$ cat config.mk
export PLATFORM = sky130hd
export DESIGN_NAME = attack_phase_sequencer
export DESIGN_NICKNAME = d
export VERILOG_FILES = /design/src/rtl/attack_pkg.sv /design/src/rtl/attack_req_buffer.sv /design/src/rtl/attack_phase_sequencer.sv
export SDC_FILE = /design/constraint.sdc
export NUM_CORES = 1
export LEC_CHECK = 0
export CORE_MARGIN = 2
export CORE_UTILIZATION = 40
export CTS_CLUSTER_SIZE = 30
export DETAILED_ROUTE_END_ITERATION = 10
export GPL_TIMING_DRIVEN = 0
export PLACE_DENSITY = 0.73
export SLEW_MARGIN = 5
export SYNTH_ARGS = -nofsm -noshare
export SYNTH_HDL_FRONTEND = slang
export SYNTH_SLANG_ARGS = --single-unit
$ cat constraint.sdc
create_clock -name clk -period 1.35 [get_ports clk]
set_input_delay 0.2025 -clock clk [delete_from_list [all_inputs] [get_ports clk]]
set_output_delay 0.2025 -clock clk [all_outputs]
set_load 0.02 [all_outputs]
$ cat src/rtl/attack_pkg.sv
// attack_pkg
// Shared definitions for the attack phase sequencer and its combo buffer.
//   phase_e  : phase codes driven on the `phase` output.
//   attack_e : attack type codes driven on the `attack_type` output.
//   DEF_*    : default timer fractions (denominators of one second).
package attack_pkg;

    typedef enum logic [2:0] {
        PH_IDLE     = 3'd0,
        PH_WINDUP   = 3'd1,
        PH_ACTIVE   = 3'd2,
        PH_RECOVERY = 3'd3,
        PH_ABORT    = 3'd4,
        PH_STUN     = 3'd5
    } phase_e;

    typedef enum logic [1:0] {
        ATK_NONE  = 2'd0,
        ATK_PUNCH = 2'd1,
        ATK_KICK  = 2'd2
    } attack_e;

    localparam logic [3:0] DEF_P_WIND_FRAC = 4'd8;
    localparam logic [3:0] DEF_P_ACT_FRAC  = 4'd8;
    localparam logic [3:0] DEF_P_REC_FRAC  = 4'd4;
    localparam logic [3:0] DEF_K_WIND_FRAC = 4'd4;
    localparam logic [3:0] DEF_K_ACT_FRAC  = 4'd4;
    localparam logic [3:0] DEF_K_REC_FRAC  = 4'd2;
    localparam logic [3:0] DEF_STUN_FRAC   = 4'd1;

    localparam logic [3:0] COMBO_MAX = 4'd15;

endpackage

$ cat src/rtl/attack_req_buffer.sv
// attack_req_buffer
// One-deep buffer holding the first punch/kick request seen while the combo
// window is open. Only built when ATTACK_COMBO_EN is defined; without the
// macro this file contributes no module.
// Ports:
//   clk, reset     : clock, asynchronous active-low reset
//   capture        : window open, a request this cycle may be stored
//   req_punch      : punch request (wins over kick in the same cycle)
//   req_kick       : kick request
//   clear          : empty the buffer (takes precedence over capture)
//   full           : buffer holds a request
//   req_type       : stored attack type
`ifdef ATTACK_COMBO_EN
module attack_req_buffer
    import attack_pkg::*;
(
    input  logic    clk,
    input  logic    reset,
    input  logic    capture,
    input  logic    req_punch,
    input  logic    req_kick,
    input  logic    clear,
    output logic    full,
    output attack_e req_type
);

    logic    full_q, full_d;
    attack_e type_q, type_d;

    // Only the first request is kept; later ones are dropped while full.
    always_comb begin
        full_d = full_q;
        type_d = type_q;
        if (clear) begin
            full_d = 1'b0;
            type_d = ATK_NONE;
        end else if (capture && !full_q && (req_punch || req_kick)) begin
            full_d = 1'b1;
            type_d = req_punch ? ATK_PUNCH : ATK_KICK;
        end
    end

    always_ff @(posedge clk or negedge reset) begin
        if (!reset) begin
            full_q <= 1'b0;
            type_q <= ATK_NONE;
        end else begin
            full_q <= full_d;
            type_q <= type_d;
        end
    end

    assign full     = full_q;
    assign req_type = type_q;

endmodule
`endif

$ cat src/rtl/attack_phase_sequencer.sv
// attack_phase_sequencer
// Steps one fighter's attack through WINDUP -> ACTIVE -> RECOVERY, and
// through ABORT -> STUN when hit, driving an external fraction-second timer.
// Optional combo buffering is enabled by defining ATTACK_COMBO_EN.
// Ports:
//   clk, reset            : clock, asynchronous active-low reset
//   punch, kick, hit      : one-cycle request / hit pulses
//   tmr_done/running/halfway : timer status inputs
//   tmr_start, tmr_fraction, tmr_clear : timer control outputs
//   phase, attack_type    : current phase and attack type
//   hitbox_active, busy   : phase-derived flags
//   combo_count           : combo counter (0 without ATTACK_COMBO_EN)
module attack_phase_sequencer
    import attack_pkg::*;
#(
    parameter logic [3:0] P_WIND_FRAC = DEF_P_WIND_FRAC,
    parameter logic [3:0] P_ACT_FRAC  = DEF_P_ACT_FRAC,
    parameter logic [3:0] P_REC_FRAC  = DEF_P_REC_FRAC,
    parameter logic [3:0] K_WIND_FRAC = DEF_K_WIND_FRAC,
    parameter logic [3:0] K_ACT_FRAC  = DEF_K_ACT_FRAC,
    parameter logic [3:0] K_REC_FRAC  = DEF_K_REC_FRAC,
    parameter logic [3:0] STUN_FRAC   = DEF_STUN_FRAC
)(
    input  logic       clk,
    input  logic       reset,
    input  logic       punch,
    input  logic       kick,
    input  logic       hit,
    input  logic       tmr_done,
    input  logic       tmr_running,
    input  logic       tmr_halfway,
    output logic       tmr_start,
    output logic [3:0] tmr_fraction,
    output logic       tmr_clear,
    output logic [2:0] phase,
    output logic [1:0] attack_type,
    output logic       hitbox_active,
    output logic       busy,
    output logic [3:0] combo_count
);

    phase_e     phase_q, phase_d;
    attack_e    type_q, type_d;
    logic       start_q, start_d;
    logic [3:0] frac_q, frac_d;
    logic       clear_q, clear_d;
    logic       hitbox_q, hitbox_d;
    logic       busy_q, busy_d;
    logic       done_ok;

    function automatic logic [3:0] frac_for(input phase_e ph, input attack_e ty);
        logic [3:0] f;
        f = 4'd0;
        case (ph)
            PH_WINDUP:   f = (ty == ATK_KICK) ? K_WIND_FRAC : P_WIND_FRAC;
            PH_ACTIVE:   f = (ty == ATK_KICK) ? K_ACT_FRAC  : P_ACT_FRAC;
            PH_RECOVERY: f = (ty == ATK_KICK) ? K_REC_FRAC  : P_REC_FRAC;
            PH_STUN:     f = STUN_FRAC;
            default:     f = 4'd0;
        endcase
        return f;
    endfunction

    // A done pulse seen while start is still raised belongs to a stale run.
    assign done_ok = tmr_done && !start_q;

`ifdef ATTACK_COMBO_EN
    logic       half_seen_q, half_seen_d;
    logic [3:0] combo_q, combo_d;
    logic       buf_capture, buf_clear, buf_full;
    attack_e    buf_type;

    // Requests are buffered only in RECOVERY once the halfway pulse was seen.
    assign buf_capture = (phase_q == PH_RECOVERY) && half_seen_q;

    attack_req_buffer u_req_buffer (
        .clk       (clk),
        .reset     (reset),
        .capture   (buf_capture),
        .req_punch (punch),
        .req_kick  (kick),
        .clear     (buf_clear),
        .full      (buf_full),
        .req_type  (buf_type)
    );
`else
    logic unused_halfway;
    assign unused_halfway = tmr_halfway;
`endif

    // Next-state logic; every phase entry loads a fraction and raises start,
    // and start falls once the timer reports running.
    always_comb begin
        phase_d = phase_q;
        type_d  = type_q;
        start_d = start_q;
        frac_d  = frac_q;
        clear_d = 1'b0;
`ifdef ATTACK_COMBO_EN
        half_seen_d = half_seen_q;
        combo_d     = combo_q;
        buf_clear   = 1'b0;
`endif
        if (start_q && tmr_running) begin
            start_d = 1'b0;
        end

        case (phase_q)
            PH_IDLE: begin
                if (punch || kick) begin
                    phase_d = PH_WINDUP;
                    type_d  = punch ? ATK_PUNCH : ATK_KICK;
                    start_d = 1'b1;
                    frac_d  = frac_for(PH_WINDUP, punch ? ATK_PUNCH : ATK_KICK);
                end
            end
            PH_WINDUP, PH_ACTIVE, PH_RECOVERY: begin
                if (hit) begin
                    phase_d = PH_ABORT;
                    clear_d = 1'b1;
                    start_d = 1'b0;
`ifdef ATTACK_COMBO_EN
                    buf_clear   = 1'b1;
                    half_seen_d = 1'b0;
                    combo_d     = 4'd0;
`endif
                end else if (done_ok) begin
                    if (phase_q == PH_WINDUP) begin
                        phase_d = PH_ACTIVE;
                        start_d = 1'b1;
                        frac_d  = frac_for(PH_ACTIVE, type_q);
                    end else if (phase_q == PH_ACTIVE) begin
                        phase_d = PH_RECOVERY;
                        start_d = 1'b1;
                        frac_d  = frac_for(PH_RECOVERY, type_q);
                    end else begin
                        phase_d = PH_IDLE;
                        type_d  = ATK_NONE;
                        start_d = 1'b0;
                        frac_d  = 4'd0;
`ifdef ATTACK_COMBO_EN
                        buf_clear   = 1'b1;
                        half_seen_d = 1'b0;
                        combo_d     = 4'd0;
                        if (buf_full) begin
                            phase_d = PH_WINDUP;
                            type_d  = buf_type;
                            start_d = 1'b1;
                            frac_d  = frac_for(PH_WINDUP, buf_type);
                            combo_d = (combo_q == COMBO_MAX) ? combo_q : combo_q + 4'd1;
                        end
`endif
                    end
                end
`ifdef ATTACK_COMBO_EN
                else if (phase_q == PH_RECOVERY && tmr_halfway) begin
                    half_seen_d = 1'b1;
                end
`endif
            end
            PH_ABORT: begin
                phase_d = PH_STUN;
                type_d  = ATK_NONE;
                start_d = 1'b1;
                frac_d  = frac_for(PH_STUN, ATK_NONE);
            end
            PH_STUN: begin
                if (done_ok) begin
                    phase_d = PH_IDLE;
                    start_d = 1'b0;
                    frac_d  = 4'd0;
                end
            end
            default: begin
                phase_d = PH_IDLE;
                type_d  = ATK_NONE;
                start_d = 1'b0;
                frac_d  = 4'd0;
            end
        endcase

        hitbox_d = (phase_d == PH_ACTIVE);
        busy_d   = (phase_d != PH_IDLE);
    end

    always_ff @(posedge clk or negedge reset) begin
        if (!reset) begin
            phase_q  <= PH_IDLE;
            type_q   <= ATK_NONE;
            start_q  <= 1'b0;
            frac_q   <= 4'd0;
            clear_q  <= 1'b0;
            hitbox_q <= 1'b0;
            busy_q   <= 1'b0;
        end else begin
            phase_q  <= phase_d;
            type_q   <= type_d;
            start_q  <= start_d;
            frac_q   <= frac_d;
            clear_q  <= clear_d;
            hitbox_q <= hitbox_d;
            busy_q   <= busy_d;
        end
    end

`ifdef ATTACK_COMBO_EN
    always_ff @(posedge clk or negedge reset) begin
        if (!reset) begin
            half_seen_q <= 1'b0;
            combo_q     <= 4'd0;
        end else begin
            half_seen_q <= half_seen_d;
            combo_q     <= combo_d;
        end
    end

    assign combo_count = combo_q;
`else
    assign combo_count = 4'd0;
`endif

    assign phase         = phase_q;
    assign attack_type   = type_q;
    assign tmr_start     = start_q;
    assign tmr_fraction  = frac_q;
    assign tmr_clear     = clear_q;
    assign hitbox_active = hitbox_q;
    assign busy          = busy_q;

endmodule

==> results.md <==
* Max_slew headroom at 0.596
* Die footprint at 2400 sq um
* Initial antenna violation count at 0
* Arrival @ worst endpoint at 1510 ps
* Cell Chain, Critical Path: buf_6, nor2_4, a21oi_2, a21oi_2, mux2_4
* TritonCTS clock tree: built
* Internal cell power at 1.38 mW
* Final min period at 1340 ps
* Residual DRC at 0
* Netlist cell types at 40
* ANT cells at 0
* Synth Cell Area at 808 sq um
* WS Path Type: flop to flop
* Switching share of power at 0.433
* Clock sinks at 13
* Critical path startpoint category: flop
* Core Util, Final at 0.577
* Final Hold Vio Count at 0
* RSZ-0062 raised after global routing: true
* Buffers on Ports at 19
* Layout Area Growth over Synthesis at 38.5%
* Status: finished, final reports clean
* Leak at 0.537 nW
* Clock power share at 0.103
* FFs w/ async S/R, synth at 1.00
* Avg Cell Area, Syn at 9.86 sq um
* Clock Tree Buf Depth at 2
* GPL Wtd Cong at 0.811
* Cells after Synth at a little over 80
* Post-Route WL at 1810 um
* DIE WIDTH at 49.0 um
* Cells on worst reg2reg path at 5
* Pwr/cell area at 2170 nW/um^2
* Row count at 16
* First-pass GRT wire length at approximately 3000 um
* Worst Path Max Fanout at 6
* EDFF count, synth at 0
* Final worst path period share at 0.995
* Actual slew at the worst max-slew pin at just over 600 ps
* Height of the die at 49.0 um
* Worst path top cell family by delay: flip-flops
* Maximum VDD drop at 0.00109 V
* DP Worst Slack at -319 ps
* Slew Viols, Final at 0
* Crit path depth at 5
* Largest net degree at the start of global routing at 14
* Switching power at 1.05 mW
* Clock slew at reported path FFs at 80 ps
* Setup crit end kind: flop
* Initial DRC Count at 10
* Clk_skew at 1.49 ps
* Wire per inst at about 13 um
* Synth Flop Type: dfrtp_1
* Vias in the first global route at 657
* HP Class: input pin to asynchronous set/reset pin
* CTS Buf Count at 3
* Initial Util at 0.416
* # setup viols final at 0
* #FFs+latches synth at 13
* Total vias in the final route at 704
* CTS root buf: clkbuf_4
* Max Clk Rate at between 700 and 800 MHz
* Post-cts hold buffer count at 0
* Sequential share of power at 0.287
* Most common cell after layout, fill and taps aside: dlygate4sd2_1
* Crit path largest cell delay at 410 ps
* Clk_lat worst skew at around 280 ps
* Total gr overflow at 0
* Core area at approximately 2000 sq um
* Layout Nets at 123
* Sequential share of the synthesized area at 0.402
* Most frequent cells in the layout: dlygate4sd2_1, buf_4, dfrtp_1, a21oi_1
* IO Pins at 25
* DP HPWL at between 1000 and 1500 um
* CTS H-tree lvls at 1
* DR pass1 iterations at 4
* Gr usage total at 0.163
* CP Buf/Inv Count at 1
* Logic pwr share at 0.610
* Worst reg-to-reg setup slack at around 7.2 ps
* Critical path data required time at 1520 ps
* PnR worst setup slack at 7.21 ps
* Slowest-stage cell, CP: dfrtp_2
* Synth warn at 0
* Max-cap viol count at 0
* Most common cell on crit path: a21oi_2
* Layout cell share with drive strength beyond 1 at 0.316
* Post-route ant nets at 0
* Vias per inst at 4.99
[timing repair]
item,4_1_cts,5_1_grt
setup buffers,5,1
pin swaps,4,1
resized for setup,16,6
setup endpoints to repair,16,9
[cell usage after synthesis, drive strengths merged, types with 2 or more instances]
library cell / count / area share
nor2: 6 / 0.037
buf: 8 / 0.077
inv: 2 / 0.0093
nand2: 3 / 0.014
nor3: 4 / 0.039
o22ai: 3 / 0.023
dfrtp: 13 / 0.40
mux2: 2 / 0.037
a21oi: 9 / 0.065
nand2b: 3 / 0.023
o21ai: 2 / 0.012
a21o: 2 / 0.019
and2: 2 / 0.019
nor2b: 6 / 0.059
[path summary, 6_finish.rpt]
| path | end | from |
|---|---|---|
| max | tmr_fraction[3]$_DFFE_PN0P_ | phase[1]$_DFF_PN0_ |
| min | tmr_clear$_DFF_PN0_ | reset |
| max reg2reg | tmr_fraction[3]$_DFFE_PN0P_ | phase[1]$_DFF_PN0_ |
| min reg2reg | tmr_fraction[2]$_DFFE_PN0P_ | tmr_fraction[2]$_DFFE_PN0P_ |
| max in group asynchronous | attack_type[1]$_DFFE_PN0P_ | reset |
| min in group clk | tmr_fraction[2]$_DFFE_PN0P_ | tmr_fraction[2]$_DFFE_PN0P_ |
[power groups by stage]
stage	clock (mW)	combinational (mW)	sequential, mW
after floorplan	0	0.797	0.866
after global placement	0	1.43	0.693
after detailed placement	0	1.44	0.697
after CTS	0.252	1.42	0.687
after global routing	0.277	1.61	0.721
final	0.250	1.48	0.698
[cell families after synthesis]
kind of cell	after synthesis	share of synthesized area
other cells	1	0.00464
flops	13	0.402
buf+inv	11	0.0913
compound gates	26	0.229
simple gates	27	0.212
xor+xnor	1	0.0108
mux	3	0.0495
[final cells by class]
class	count	area [sq um]
multi-input cells	61	435
well taps	27	33.8
plain buffers	9	67.6
fillers	186	822
clock buffers	4	26.3
repair buffers	25	218
inverters	2	7.51
flip-flops and latches	13	332
[sequential cells by signal (all words and copies together) (netlist names)]
register,count
tmr_clear,1
tmr_fraction,4
hitbox_active,1
attack_type,2
phase,3
tmr_start,1
busy,1
[routing by layer]
metal / track usage / share of wire / vias to the layer above
met5: 0 / 0 / -
met4: 0.0714 / 0.019 / 0
met3: 0.0276 / 0.024 / 4
met2: 0.249 / 0.47 / 15
met1: 0.228 / 0.49 / 332
li1: - / - / 353
[metrics by stage]
stage          power (mW)  area [sq um]  instances  hold slack, ps  TNS [ps]
3_5_place_dp         2.14          1050        131             481     -2110
4_1_cts              2.36          1100        140             316    -0.176
5_1_grt              2.61          1120        141             348     -25.3
2_1_floorplan        1.66           823         85           -93.1     -26.0
6_report             2.43          1120        141             299         0
3_3_place_gp         2.13          1050        131             476     -1910
[worst reg2reg max path, delay by kind of cell (launching register included)]
family / cells / cell delay, ps
AOI/OAI and AO/OA: 2 / 260
buffers and inverters: 1 / 140
muxes: 1 / 320
and+or+nand+nor: 1 / 110
DFF: 1 / 410
Power figures use the tool's default switching activity.
==> patch, RTL diff (config.mk and constraints unchanged) <==
Add a define of `ATTACK_COMBO_EN`.
--- a/src/rtl/attack_req_buffer.sv
+++ b/src/rtl/attack_req_buffer.sv
@@ -10,6 +10,8 @@
 //   clear          : empty the buffer (takes precedence over capture)
 //   full           : buffer holds a request
 //   req_type       : stored attack type
+`define ATTACK_COMBO_EN
+
 `ifdef ATTACK_COMBO_EN
 module attack_req_buffer
     import attack_pkg::*;
Formal check against the unedited RTL: not equivalent (Yosys sat finds a counterexample within 10 cycles, from zero or initial values and one cycle with reset low).
==> patch against the unedited design <==
  * The run now ends with setup timing left
  * Sequential cell count up 8
  * Sequential share of layout area up 0.17 points
  * Routed wire length up 89%
  * Final area up 59%
  * Worst setup slack worse by 0.12 ns
  * Clock skew up 0.0030 ns
  * Area after synthesis up 54%
  * Utilization up 1.8 points
  * Total power up 42%
  * Largest power group unchanged
  * Highest routed layer unchanged
==> patch: results (changes against the unedited design) <==
Clocking
  • Clk buf depth: 2 (unchanged)
  • Worst-Skew Late Latency: 0.31 ns (+0.03 ns)
  • Clk pin slew, worst setup/hold paths: 0.12 ns (+0.04 ns)
  • Clock root buffer: clkbuf_4
  • H-tree depth: 1 (unchanged)
  • CTS buffer count: 3 (unchanged)

Setup path
  • CP max stage cell: dfrtp_2
  • RR Startpoint: tmr_start
  • Startpoint Class: flip-flop
  • CP max stage delay: 0.47 ns (+0.06 ns)
  • Crit-path leading delay family: flip-flops
  • Max Fanout on Critical Path: 6 (unchanged)
  • CP arrival: 1.68 ns (+0.17 ns)

Yosys
  • Post-synth cell types: 46 (+15%)
  • Compound-gate portion of the synthesized area: 0.205 (-0.0243)
  • Synthesis Warnings: 0 (unchanged)
  • Post-synthesis mux area share: 0.0683 (+0.0187)
  • Top post-synthesis cells by area: dfrtp_1, a21oi_1, nor2_1
  • Synth cell count leaders: dfrtp_1, nor2_1, a21oi_1, inv_1, nand2_1
  • Top_reg_cell synth: dfrtp_1
  • Post-Synth Adder-Cell Area: 0.0181 (+0.0181)
  • Synth Area in XOR/XNOR: 0.00703 (-0.00381)
  • Syn_nets: 139
  • Syn Inst Count: 130 (+59%)
  • Asr flop ratio synth: 1.00 (unchanged)
  • Seq/Total Area, Yosys: 0.422 (+0.0192)

Run status
  • Status: complete, but fails checks
  • Violated checks: setup timing

Global routing
  • GRT Resource Usage Total: 0.206 (+0.0424)
  • Global-route wire length before repair: 5430 um (+80%)
  • Initial antenna violation count: 0 (unchanged)
  • Largest net degree at the start of global routing: 22 (+8)

STA
  • Setup TNS Final: -1.08 ns (-1.08 ns)
  • Final setup fails: 15 (+15)
  • Slew Limit Headroom: 0.360 (-0.236)
  • Skew final: 0.00446 ns (+0.00297 ns)
  • Worst setup margin: -0.117 ns (-0.124 ns)
  • Final worst path period share: 1.09 (+0.0921)

Placement
  • Placer Congestion: 0.888 (+9.5%)
  • Post-DP HPWL: 2050 um (+67%)
  • Area after DPL: 0.00155 sq mm (+48%)
  • Setup WS pre-CTS: -0.486 ns (-0.167 ns)
  • IO Port Bufs: 24 (+5)

Routing
  • Routed WL per cell: 16.3 um (+27%)
  • Vias per inst: 5.76 (+15%)
  • Iteration-0 DRC Markers: 49 (+39)
  • Via Count: 1203 (+71%)
  • First-pass detailed-route iteration total: 4 (unchanged)

Final layout
  • Final nets: 186 (+51%)
  • Share of layout cells above drive strength 1: 0.341 (+0.0251)
  • # diodes: 0 (unchanged)

Min path
  • Hold/Removal Path Class: in2async

Power and ir drop
  • P_leak: 0.789 nW (+47%)
  • Worst VDD drop: 0.762 mV (-30%)
patch: report_power, final:
group	total [mW]	internal [mW]	switching, mW
sequential	0.947	0.804	0.143
combinational	2.18	1.06	1.11
clock	0.314	0.116	0.198
total	3.44	1.98	1.45
patch: final timing paths:
| kind | slack, ns | depth (start not counted) | end |
|---|---|---|---|
| min in group clk | 0.50 | 3 | half_seen_q |
| max | -0.12 | 4 | tmr_fraction[3] |
| max reg2reg | -0.12 | 4 | tmr_fraction[3] |
| min reg2reg | 0.51 | 2 | half_seen_q |
| max in group asynchronous | 0.30 | 1 | u_req_buffer.full |
| min | 0.40 | 1 | busy |
patch: cells by family after synthesis:
kind of cell               after synthesis
and+or+nand+nor                         45
AOI/OAI and AO/OA                       36
DFF                                     21
buffers and inverters                   17
muxes                                    8
adders and majority gates                2
xor gates and xnor gates                 1
patch: area by class of cell:
cell class,instances,area [sq um]
buffer,7,77.6
clock buffer,4,26.3
fill,251,1220
inverter,10,41.3
multi-input combinational,92,712
sequential,21,532
tap,33,41.3
timing repair buffer,42,355
patch: repair_timing:
item | in CTS | in global routing
pin swaps | 8 | 0
gates resized for setup | 39 | 16
buffers inserted | 15 | 3
setup endpoints to repair | 29 | 21
hold endpoints to repair | 0 | 0
patch: metrics by stage:
step | power (mW) | hold slack [ns]
after floorplan | 2.08 | -0.0931
after global placement | 2.60 | 0.474
after detailed placement | 2.61 | 0.479
after CTS | 3.23 | 0.432
after global routing | 3.63 | 0.486
final | 3.44 | 0.404
patch: routing by layer:
metal  vias up  global-route usage  part of all wire
li1        569                   -                 -
met2        36               0.348              0.51
met3         7              0.0498             0.042
met4         0              0.0794             0.015
met5         -                   0                 0
met1       591               0.251              0.43
